$ cat src/rtl/mood_level_classifier.sv
// ---------------------------------------------------------------------------
// mood_level_classifier
//
// Purpose:
//    Turns the N-bit value of a saturating mood/stress counter into one of
//    three discrete levels (LOW / MID / HIGH). A hysteresis band sits around
//    each boundary. A candidate transition must also hold for DWELL
//    consecutive enabled cycles before it is taken. Together these stop
//    counter jitter from making the level chatter.
//
// Ports:
//    clk         in   1   clock, all state updates on the rising edge
//    rst_n       in   1   synchronous, active-low reset
//    value       in   N   counter value being classified
//    enable      in   1   low freezes the dwell counter and blocks transitions
//    level       out  2   2'b00 LOW, 2'b01 MID, 2'b10 HIGH (2'b11 never driven)
//    changed     out  1   one-cycle pulse in the cycle level takes a new value
//    dwell_busy  out  1   high while a transition is pending (dwell non-zero)
//
// Configuration:
//    MOOD_LEVEL_DIRECT_JUMP_EN - when defined, LOW can jump straight to HIGH
//    and HIGH straight to LOW if the value is beyond the far boundary.
//    Without it, every transition moves a single level step.
// ---------------------------------------------------------------------------
module mood_level_classifier #(
   parameter int N      = 8,
   parameter int T_LOW  = 64,
   parameter int T_HIGH = 192,
   parameter int HYST   = 8,
   parameter int DWELL  = 4,
   parameter int DW_W   = 4
) (
   input  logic         clk,
   input  logic         rst_n,
   input  logic [N-1:0] value,
   input  logic         enable,
   output logic [1:0]   level,
   output logic         changed,
   output logic         dwell_busy
);

   typedef enum logic [1:0] {
      LVL_LOW  = 2'b00,
      LVL_MID  = 2'b01,
      LVL_HIGH = 2'b10
   } level_t;

   // A dwell of 0 behaves exactly like a dwell of 1 (fire on first qualifying cycle)
   localparam int DWELL_EFF = (DWELL < 1) ? 1 : DWELL;

   // Band edges: up-moves use >=, down-moves use strict <
   localparam logic [N-1:0] LM_UP = N'(T_LOW + HYST);
   localparam logic [N-1:0] ML_DN = N'(T_LOW - HYST);
   localparam logic [N-1:0] MH_UP = N'(T_HIGH + HYST);
   localparam logic [N-1:0] HM_DN = N'(T_HIGH - HYST);

   localparam logic [DW_W:0] DW_ONE   = (DW_W+1)'(1);
   localparam logic [DW_W:0] DW_LIMIT = (DW_W+1)'(DWELL_EFF);

   // Reject parameter sets where the bands overlap or leave the value range,
   // or where the dwell counter cannot reach the dwell target
   generate
      if (!(HYST >= 0 && HYST <= T_LOW &&
            (T_LOW + HYST) < (T_HIGH - HYST) &&
            (T_HIGH + HYST) <= ((2 ** N) - 1))) begin : g_bad_bands
         $error("mood_level_classifier: illegal T_LOW/T_HIGH/HYST for N");
      end
      if ((2 ** DW_W) <= DWELL_EFF) begin : g_bad_dwell
         $error("mood_level_classifier: DW_W too narrow for DWELL");
      end
   endgenerate

   logic [N-1:0]    v_q;
   level_t          state_q;
   level_t          prev_target_q;
   logic [DW_W-1:0] dwell_q;

   level_t          cand_target;
   logic            cand_valid;
   logic [DW_W:0]   dwell_inc;
   logic            dwell_fire;

   assign level = state_q;

   // Work out which level, if any, the registered value is pulling us toward.
   // The thresholds depend on the current level, and that dependence is what
   // creates the hysteresis. In MID the down and up candidates can never
   // both be true, because the legal parameter ranges keep the bands apart.
   always_comb begin
      cand_valid  = 1'b0;
      cand_target = state_q;
      case (state_q)
         LVL_LOW: begin
`ifdef MOOD_LEVEL_DIRECT_JUMP_EN
            if (v_q >= MH_UP) begin
               cand_valid  = 1'b1;
               cand_target = LVL_HIGH;
            end else if (v_q >= LM_UP) begin
               cand_valid  = 1'b1;
               cand_target = LVL_MID;
            end
`else
            if (v_q >= LM_UP) begin
               cand_valid  = 1'b1;
               cand_target = LVL_MID;
            end
`endif
         end
         LVL_MID: begin
            if (v_q < ML_DN) begin
               cand_valid  = 1'b1;
               cand_target = LVL_LOW;
            end else if (v_q >= MH_UP) begin
               cand_valid  = 1'b1;
               cand_target = LVL_HIGH;
            end
         end
         LVL_HIGH: begin
`ifdef MOOD_LEVEL_DIRECT_JUMP_EN
            if (v_q < ML_DN) begin
               cand_valid  = 1'b1;
               cand_target = LVL_LOW;
            end else if (v_q < HM_DN) begin
               cand_valid  = 1'b1;
               cand_target = LVL_MID;
            end
`else
            if (v_q < HM_DN) begin
               cand_valid  = 1'b1;
               cand_target = LVL_MID;
            end
`endif
         end
         default: begin
            cand_valid  = 1'b0;
            cand_target = state_q;
         end
      endcase
   end

   // Work out the dwell count this edge would produce. A count that starts
   // from zero, or a candidate that has changed since the last enabled edge,
   // begins again at 1. The counter is one bit wider here so the increment
   // cannot wrap before it is compared with the dwell limit.
   always_comb begin
      dwell_inc = DW_ONE;
      if (dwell_q != '0 && cand_target == prev_target_q) begin
         dwell_inc = {1'b0, dwell_q} + DW_ONE;
      end
      dwell_fire = (dwell_inc >= DW_LIMIT);
   end

   // Main band FSM. The input is always registered, even when enable is low,
   // so the first qualifying evaluation happens one edge after a value is
   // sampled. Enable only gates the dwell counter and level changes. Reset
   // wins over everything, including a pending dwell.
   always_ff @(posedge clk) begin
      if (!rst_n) begin
         v_q           <= '0;
         state_q       <= LVL_LOW;
         prev_target_q <= LVL_LOW;
         dwell_q       <= '0;
         changed       <= 1'b0;
         dwell_busy    <= 1'b0;
      end else begin
         v_q     <= value;
         changed <= 1'b0;
         if (enable) begin
            if (!cand_valid) begin
               dwell_q    <= '0;
               dwell_busy <= 1'b0;
            end else if (dwell_fire) begin
               state_q    <= cand_target;
               dwell_q    <= '0;
               dwell_busy <= 1'b0;
               changed    <= 1'b1;
            end else begin
               dwell_q    <= dwell_inc[DW_W-1:0];
               dwell_busy <= 1'b1;
            end
            if (cand_valid) begin
               prev_target_q <= cand_target;
            end
         end
      end
   end

endmodule

$ cat config.mk
export PLATFORM = sky130hd
export DESIGN_NAME = mood_level_classifier
export DESIGN_NICKNAME = d
export VERILOG_FILES = /design/src/rtl/mood_level_classifier.sv
export SDC_FILE = /design/constraint.sdc
export NUM_CORES = 1
export LEC_CHECK = 0
export CORE_UTILIZATION = 40
export DETAILED_ROUTE_END_ITERATION = 16
export PLACE_DENSITY = 0.68
export SLEW_MARGIN = 20
export SYNTH_ARGS = -nofsm -noshare
export SYNTH_HDL_FRONTEND = slang
export SYNTH_SLANG_ARGS = --single-unit
$ cat constraint.sdc
create_clock -name clk -period 3.3 [get_ports clk]
set_clock_uncertainty 0.1 [all_clocks]
set_input_delay 0.99 -clock clk [delete_from_list [all_inputs] [get_ports clk]]
set_output_delay 0.99 -clock clk [all_outputs]
set_load 0.005 [all_outputs]
==> flow_summary.json <==
{
  "status": "finished clean",
  "drt-initial-drc-count": 12,
  "cts_root_buf": "clkbuf_4",
  "rsz0062_at_grt": "no",
  "powerDensity_nw_per_um2": 379,
  "grt_remaining_overflow": 0,
  "synth_edf_count": 0,
  "setup_viol": 0,
  "hold_viol_final": 0,
  "die_y_um": 44.2,
  "peakVddDrop_v": 0.000211,
  "cts_inserted_buffers": 3,
  "period_needed_ns": 2.40,
  "post_cts_resized": 0,
  "power_leakage_nw": 0.335,
  "final.setup.tns_ns": 0,
  "rows": 14,
  "clk_latency_ns": 0.27,
  "synth_seq_area_share_pct": 42.1,
  "arrival_ns": 2.47,
  "worstSetupPathType": "reg -> reg",
  "vias": 622,
  "required_ns": 3.37,
  "hold_ws_ns": 0.370,
  "maxCapViolCount": 0,
  "min_path_type": "reg -> reg",
  "cts_tree": "yes",
  "core_area_sq_um": 1580,
  "cts_buffer_depth": 2,
  "io_pins": 15,
  "routed-wl-met2_um": 550,
  "startpoint_type": "flop",
  "synth.distinct_cells": 33,
  "io_buffers": 11,
  "syn_inst": 80,
  "synth_seq_cells": 15,
  "floorplan.initialDensity_pct": 45.2,
  "avgSynthCellArea_sq_um": 8.91,
  "grt_usage_pct": 16.8,
  "worstPathMaxFanout": 8,
  "grt_pass1_vias": 556,
  "synth_area_sq_um": 713,
  "slew_headroom_pct": 74.3,
  "drt_drc_violations_left": 0,
  "dp_slack_ns": 0.624,
  "antenna_cells": 0,
  "endpoint_kind": "flop",
  "first_pass_iters": 6,
  "place_congestion": 0.827,
  "fin_ws_ns": 0.899,
  "grt_max_degree": 13,
  "grt_first_pass_wirelength_um": 2390,
  "wl_met1_um": 721,
  "report.final.slew_viol_count": 0,
  "dpl.hpwl_um": 992,
  "clock.fmax_mhz": 416,
  "wl_um": 1330,
  "period_share_pct": 72.8,
  "clkTransAtPathRegs_ns": 0.08,
  "antenna_found_initial": 0,
  "final_nets": 108,
  "dieArea_sq_um": 1960,
  "synthToLayoutAreaGrowth_pct": 21.8,
  "top_layer": "met4",
  "final_common_cell": "dfxtp_1",
  "cts_setup_buffers": 0,
  "htree_levels": 1,
  "wl_per_cell_um": 12.1,
  "synth_warnings": 0,
  "synth_nets": 93,
  "wl_met3_um": 41,
  "ys_async_sr_fraction_pct": 0,
  "die_width_um": 44.2,
  "ant_nets": 0,
  "most-common-layout-cells": "dfxtp_1, clkdlybuf4s50_1, nand2_1, nor2_1",
  "clkSinkCount": 15,
  "max_slew.worst_pin.slew_ns": 0.384,
  "cts_hold_buf": 0,
  "layout-drive-gt1-share_pct": 8.51,
  "drt-vias-per-instance": 5.65,
  "synth_flop_cell": "dfxtp_1"
}
-- sequential cells by signal, summed over array words and instances (netlist names) --
register,flops
changed,1
level,2
dwell_q,4
prev_target_q,2
dwell_busy,1
v_q,5
-- metal layers --
layer / vias up / global-route usage [%]
li1: 319 / -
met1: 290 / 24.3
met2: 11 / 22.9
met3: 2 / 2.45
met4: 0 / 10.9
met5: - / 0
-- cell type report --
class / instances / area [sq um]
clock buffer: 4 / 26.3
inverter: 4 / 15.0
multi-input combinational: 59 / 389
timing repair buffer: 12 / 118
tap: 16 / 20.0
sequential: 15 / 300
fill: 156 / 708
-- final timing paths --
path                                 start          to  slack [ns]  cells past startpoint
worst max-delay path              level[1]    level[1]        0.90                      6
worst min register to register  dwell_busy  dwell_busy        0.37                      2
worst max register to register    level[1]    level[1]        0.90                      6
worst min-delay path            dwell_busy  dwell_busy        0.37                      2
-- Yosys cell counts (all sizes together) (2+ instances only) --
cell	number	share of area (%)
dfxtp	15	42
nand2	7	3.7
nor2	7	3.7
a21oi	5	3.5
and2	5	4.4
inv	4	2.1
nor3	4	2.8
o21ai	3	2.1
and3	2	1.8
ha	2	3.5
mux2i	2	2.8
nand3	2	1.4
o32ai	2	2.5
or2	2	2.1
or3	2	1.8
-- per-stage QoR --
stage	utilization [%]	cells	total power, W	area (sq um)
after floorplan	-	80	0.000217	713
after global placement	53.4	106	0.000233	842
after detailed placement	53.4	106	0.000233	842
after CTS	55.1	110	0.000334	868
after global routing	55.1	110	0.000345	868
final	55.1	110	0.000329	868
-- report_power, final --
part | switching [W] | total [W] | internal [W]
Clock | 0.0000533 | 0.000100 | 0.0000468
Sequential | 0.00000629 | 0.000193 | 0.000187
Combinational | 0.0000164 | 0.0000362 | 0.0000198
-- logic make-up (layout without fill, tap and decap cells) --
group	count (synthesis)	count (layout)	synth area share, %
buffers and inverters	6	20	3.33
and+or+nand+nor	34	34	25.1
muxes	2	2	2.81
adders and majority gates	2	2	3.51
DFF	15	15	42.1
AOI/OAI and AO/OA	21	21	23.2
-- critical path, stage by stage (launching register included) --
cell     delay, ns
dfxtp_1       0.45
nand2_1       0.13
or2_4         0.26
a32o_1        0.24
or4b_1        0.61
or3_1         0.38
o211a_1       0.12
Power figures use the tool's default switching activity.
